File: config.mk
export PLATFORM = sky130hd
export DESIGN_NAME = uart_tx_param
export DESIGN_NICKNAME = d
export VERILOG_FILES = /design/src/rtl/uart_tx_param.sv
export SDC_FILE = /design/constraint.sdc
export NUM_CORES = 1
export LEC_CHECK = 0
export ABC_AREA = 0
export CORE_MARGIN = 8
export CORE_UTILIZATION = 60
export CTS_BUF_LIST = sky130_fd_sc_hd__clkbuf_4 sky130_fd_sc_hd__clkbuf_8
export CTS_CLUSTER_DIAMETER = 50
export DETAILED_ROUTE_END_ITERATION = 8
export HOLD_SLACK_MARGIN = 0.03
export PLACE_DENSITY = 0.77
export RECOVER_POWER = 100
export SYNTH_ARGS = -nofsm -noshare
export SYNTH_HDL_FRONTEND = slang
export SYNTH_SLANG_ARGS = --single-unit
File: constraint.sdc
create_clock -name Clk -period 4 [get_ports Clk]
set_clock_uncertainty 0.15 [all_clocks]
set_input_delay 1 -clock Clk [delete_from_list [all_inputs] [get_ports Clk]]
set_output_delay 1 -clock Clk [all_outputs]
set_load 0.02 [all_outputs]
File: src/rtl/uart_tx_param.sv
// Parameterised UART transmitter: circular FIFO feeding a start/data/parity/stop
// serialiser. TX is registered from the current state, so it trails the FSM by one cycle.
module uart_tx_param #(
  parameter int DATA_BITS    = 8,
  parameter int FIFO_DEPTH   = 16,
  parameter int CLKS_PER_BIT = 868,
  parameter int PARITY       = 0,
  parameter int STOP_BITS    = 1
) (
  input  logic                 Clk,
  input  logic                 Rst,
  input  logic                 send_data,
  input  logic [DATA_BITS-1:0] Data_TX,
  output logic                 TX,
  output logic                 is_busy,
  output logic                 fifo_full,
  output logic                 fifo_empty,
  output logic                 overflow
);

  localparam int PTR_W  = (FIFO_DEPTH > 1) ? $clog2(FIFO_DEPTH) : 1;
  localparam int CNT_W  = PTR_W + 1;
  localparam int BAUD_W = $clog2(CLKS_PER_BIT);
  localparam int IDX_W  = 3;

  localparam logic [BAUD_W-1:0] BAUD_RELOAD = BAUD_W'(CLKS_PER_BIT - 1);
  localparam logic [IDX_W-1:0]  LAST_DATA   = IDX_W'(DATA_BITS - 1);
  localparam logic [IDX_W-1:0]  LAST_STOP   = IDX_W'(STOP_BITS - 1);
  localparam logic [CNT_W-1:0]  FULL_CNT    = CNT_W'(FIFO_DEPTH);

  typedef enum logic [2:0] {
    S_IDLE,
    S_START,
    S_DATA,
    S_PARITY,
    S_STOP
  } state_t;

  logic [DATA_BITS-1:0] mem [FIFO_DEPTH];
  logic [PTR_W-1:0]     head;
  logic [PTR_W-1:0]     tail;
  logic [CNT_W-1:0]     count;

  state_t               state;
  logic [BAUD_W-1:0]    baud;
  logic [IDX_W-1:0]     bit_idx;
  logic [DATA_BITS-1:0] shift;
  logic                 par_bit;

  logic pop;
  logic push_ok;
  logic bit_end;

  function automatic logic parity_of(input logic [DATA_BITS-1:0] d);
    return (PARITY == 1) ? ~(^d) : (^d);
  endfunction

  assign fifo_empty = (count == '0);
  assign fifo_full  = (count == FULL_CNT);
  assign pop        = (state == S_IDLE) && !fifo_empty;
  // A full FIFO still accepts a write on the edge that frees a slot.
  assign push_ok    = send_data && (!fifo_full || pop);
  assign is_busy    = (state != S_IDLE) || !fifo_empty;
  assign bit_end    = (baud == '0);

  // FIFO storage
  always_ff @(posedge Clk) begin
    if (push_ok) mem[tail] <= Data_TX;
  end

  // FIFO control
  always_ff @(posedge Clk or posedge Rst) begin
    if (Rst) begin
      head     <= '0;
      tail     <= '0;
      count    <= '0;
      overflow <= 1'b0;
    end else begin
      if (push_ok) tail <= tail + PTR_W'(1);
      if (pop)     head <= head + PTR_W'(1);
      case ({push_ok, pop})
        2'b10:   count <= count + CNT_W'(1);
        2'b01:   count <= count - CNT_W'(1);
        default: count <= count;
      endcase
      overflow <= send_data && !push_ok;
    end
  end

  // Frame data: loaded on pop, shifted LSB-first at each data-bit boundary
  always_ff @(posedge Clk) begin
    if (pop) begin
      shift   <= mem[head];
      par_bit <= parity_of(mem[head]);
    end else if (state == S_DATA && bit_end) begin
      shift <= shift >> 1;
    end
  end

  // Serialiser FSM
  always_ff @(posedge Clk or posedge Rst) begin
    if (Rst) begin
      state   <= S_IDLE;
      baud    <= '0;
      bit_idx <= '0;
      TX      <= 1'b1;
    end else begin
      case (state)
        S_IDLE: begin
          TX <= 1'b1;
          if (pop) begin
            state <= S_START;
            baud  <= BAUD_RELOAD;
          end
        end
        S_START: begin
          TX <= 1'b0;
          if (bit_end) begin
            state   <= S_DATA;
            baud    <= BAUD_RELOAD;
            bit_idx <= '0;
          end else begin
            baud <= baud - BAUD_W'(1);
          end
        end
        S_DATA: begin
          TX <= shift[0];
          if (bit_end) begin
            baud <= BAUD_RELOAD;
            if (bit_idx == LAST_DATA) begin
              bit_idx <= '0;
              state   <= (PARITY == 0) ? S_STOP : S_PARITY;
            end else begin
              bit_idx <= bit_idx + IDX_W'(1);
            end
          end else begin
            baud <= baud - BAUD_W'(1);
          end
        end
        S_PARITY: begin
          TX <= par_bit;
          if (bit_end) begin
            state   <= S_STOP;
            baud    <= BAUD_RELOAD;
            bit_idx <= '0;
          end else begin
            baud <= baud - BAUD_W'(1);
          end
        end
        S_STOP: begin
          TX <= 1'b1;
          if (bit_end) begin
            if (bit_idx == LAST_STOP) begin
              state   <= S_IDLE;
              bit_idx <= '0;
            end else begin
              bit_idx <= bit_idx + IDX_W'(1);
              baud    <= BAUD_RELOAD;
            end
          end else begin
            baud <= baud - BAUD_W'(1);
          end
        end
        default: begin
          state <= S_IDLE;
          TX    <= 1'b1;
        end
      endcase
    end
  end

endmodule

==> results of run 1 <==
==> kinds of logic (layout without fill, tap and decap cells) <==
logic type / after synthesis / count (layout) / synth area share [%]
buffers and inverters: 32 / 69 / 2.47
and+or+nand+nor: 110 / 110 / 6.99
DFF: 168 / 168 / 68.1
AOI/OAI and AO/OA: 50 / 50 / 4.74
adders and majority gates: 14 / 14 / 2.54
xor gates and xnor gates: 24 / 24 / 3.33
muxes: 45 / 45 / 11.8
==> report_power, final <==
group          internal, mW  leakage, nW  switching (mW)
clock                 0.615        0.195           0.548
combinational         0.178         1.05           0.267
sequential             2.08         1.60          0.0915
total                  2.87         2.85           0.906
==> final cells by class <==
| class | count | area (um2) |
|---|---|---|
| Clock buffer | 19 | 249 |
| Clock inverter | 11 | 133 |
| Fill cell | 816 | 4040 |
| Inverter | 14 | 52.6 |
| Multi-Input combinational cell | 243 | 2110 |
| Sequential cell | 168 | 4890 |
| Tap cell | 147 | 184 |
| Timing Repair Buffer | 25 | 195 |
==> flip-flops by register name, indices dropped and copies added, names as in the netlist <==
| signal | count |
|---|---|
| mem | 128 |
| baud | 10 |
| shift | 8 |
| count | 5 |
| head | 4 |
| tail | 4 |
| bit_idx | 3 |
| state | 3 |
| TX | 1 |
| overflow | 1 |
| par_bit | 1 |
==> path summary, 6_finish.rpt <==
kind | start | slack, ps | end | cells past startpoint
min | baud[0] | 350 | baud[0] | 1
min in group asynchronous | Rst | 1070 | count[3] | 2
max | count[0] | 430 | is_busy | 5
max reg2reg | head[1] | 490 | par_bit | 6
max in group asynchronous | Rst | 1750 | TX | 3
min reg2reg | baud[0] | 350 | baud[0] | 1
==> placed cells by master, fill, tap and decap left out, types with 4 or more instances in the layout <==
cell type | netlist | routed
mux4_2 | 25 | 25
xnor2_1 | 11 | 11
nand3b_1 | 4 | 4
a221oi_1 | 6 | 6
inv_1 | 13 | 13
o21ai_1 | 8 | 4
nor3_1 | 7 | 7
nor2_1 | 35 | 35
mux4_1 | 5 | 5
xor2_1 | 10 | 10
ha_1 | 13 | 13
o21ai_0 | 3 | 7
edfxtp_1 | 137 | 137
a21oi_1 | 9 | 9
nand3_1 | 4 | 4
clkinv_1 | 1 | 4
clkbuf_8 | 0 | 17
clkbuf_1 | 8 | 8
dlygate4sd3_1 | 0 | 14
dfrtp_1 | 30 | 29
a21o_1 | 4 | 4
mux2i_1 | 12 | 12
nand2_1 | 41 | 41
==> critical path: stages (launching register included) <==
cell and delay (ps):
dfrtp_1 440, nor4_1 500, nand2_1 230, inv_1 110, nand2_1 50, dlygate4sd3_1 650
==> metal layers <==
| layer | global-route usage [%] | routed length (um) |
|---|---|---|
| met3 | 3.95 | 874 |
| met4 | 7.95 | 380 |
| met5 | 0 | 0 |
| met2 | 27.6 | 6350 |
| met1 | 23.2 | 5640 |
==> stage by stage <==
stage / hold slack [ps] / power [mW] / cell area [um2] / setup slack (ps) / util, %
after global routing: 406 / 3.91 / 7820 / 183 / 65.9
after detailed placement: 335 / 2.66 / 7470 / 758 / 63.0
final: 350 / 3.77 / 7820 / 433 / 65.9
after CTS: 347 / 3.81 / 7850 / 458 / 66.2
after global placement: 323 / 2.63 / 7470 / 866 / 63.0
after floorplan: 312 / 2.49 / 7180 / 487 / -
==> out/results.ini, run 1 <==
[synthesis]
synth_top_area_share_pct = 57.3
async_reset_ff_share_pct = 18.5
syn_nets = 468
synth_edf_count = 137
synth_area_mm2 = 0.00718
yosysMostFrequentCell = edfxtp_1
syn_area_per_cell_um2 = 16.2
yosys.area.top_type = edfxtp_1
synth_flop_cell = edfxtp_1
synthTopCellsByCount = 137 x edfxtp_1, 41 x nand2_1, 35 x nor2_1
ys_seq_area_share_pct = 68.1
yosysWarnings = 0
yosysUniqueCellTypes = 58
syn_inst = 443
synth_area_leaders = edfxtp_1 57%, dfrtp_1 10%, mux4_2 7.8%, ha_1 2.3%, nand2_1 2.1%
synth_seq_cells = 168

[route]
wirelength_um = 13300
drcViolationCount = 0
first_iter_violations = 446
post_drt_wl_per_cell_um = 21.1
detail-route-antenna-nets = 0
viasPerCell = 6.17
first_pass_iters = 5
vias = 3871

[grt]
grt_usage_pct = 17.6
overflow = 0
grt_max_degree = 26
antenna_found_initial = 0
grt_pass1_wl_um = 21000
first_global_vias = 3730

[clock_tree]
htreeDepth = 4
cts-buffers-inserted = 17
cts_tree = done
path_clk_slew_ps = 80
cts_resized = 0
cts_sinks = 168
clock_latency_ps = 440
cts_root_buf = clkbuf_8
clk_path_buf_depth = 2
postCtsHoldBufs = 0
postCtsSetupRepairBufs = 0

[critical_path]
worstSetupEndpointType = output pin
cp.arrival_ps = 2420
cp-start-kind = flip-flop
worst-path-max-fanout = 5
cp.required_ps = 2850
path_class = flip-flop to output pin

[placed_design]
io_buffers = 15
post-dp-hpwl_um = 9240
place_inst = 597
place.gp.congestion = 0.834

[layout]
nets = 494
final_layout_size_suffix_gt1_share_pct = 12.3
diodes = 0
syn_to_final_growth_pct = 8.87
final_cells = 627

[floorplanning]
start_util_pct = 60.5
fp.dieH_um = 125
die_w_um = 125
rows = 40
io_pins = 16
die_area_mm2 = 0.0157
core_mm2 = 0.0119

[power]
powerDensity_mw_per_mm2 = 483
p_leak_nw = 2.85
ir_worst_vdd_mv = 0.379

[timing]
period_share_pct = 89.2
max_freq_ghz = 0.280
rsz0062_at_grt = false
slew-limit-headroom_pct = 27.4
hold_viol = 0
drv_slew = 0
setup_tns_ps = 0
tightest_slew_ps = 1090
setup_violations = 0
period_needed_ps = 3570

[worst_hold_path]
hold_path.class = flip-flop to flip-flop

[run]
maxCapViolations = 0

[status]
status = complete, no violations

Power figures use the tool's default switching activity.
==> run 2: changes to the inputs <==
- SLEW_MARGIN: not set -> 30
==> results of run 2 <==
The final DEF is identical to that of run 1; final timing and power are the same.
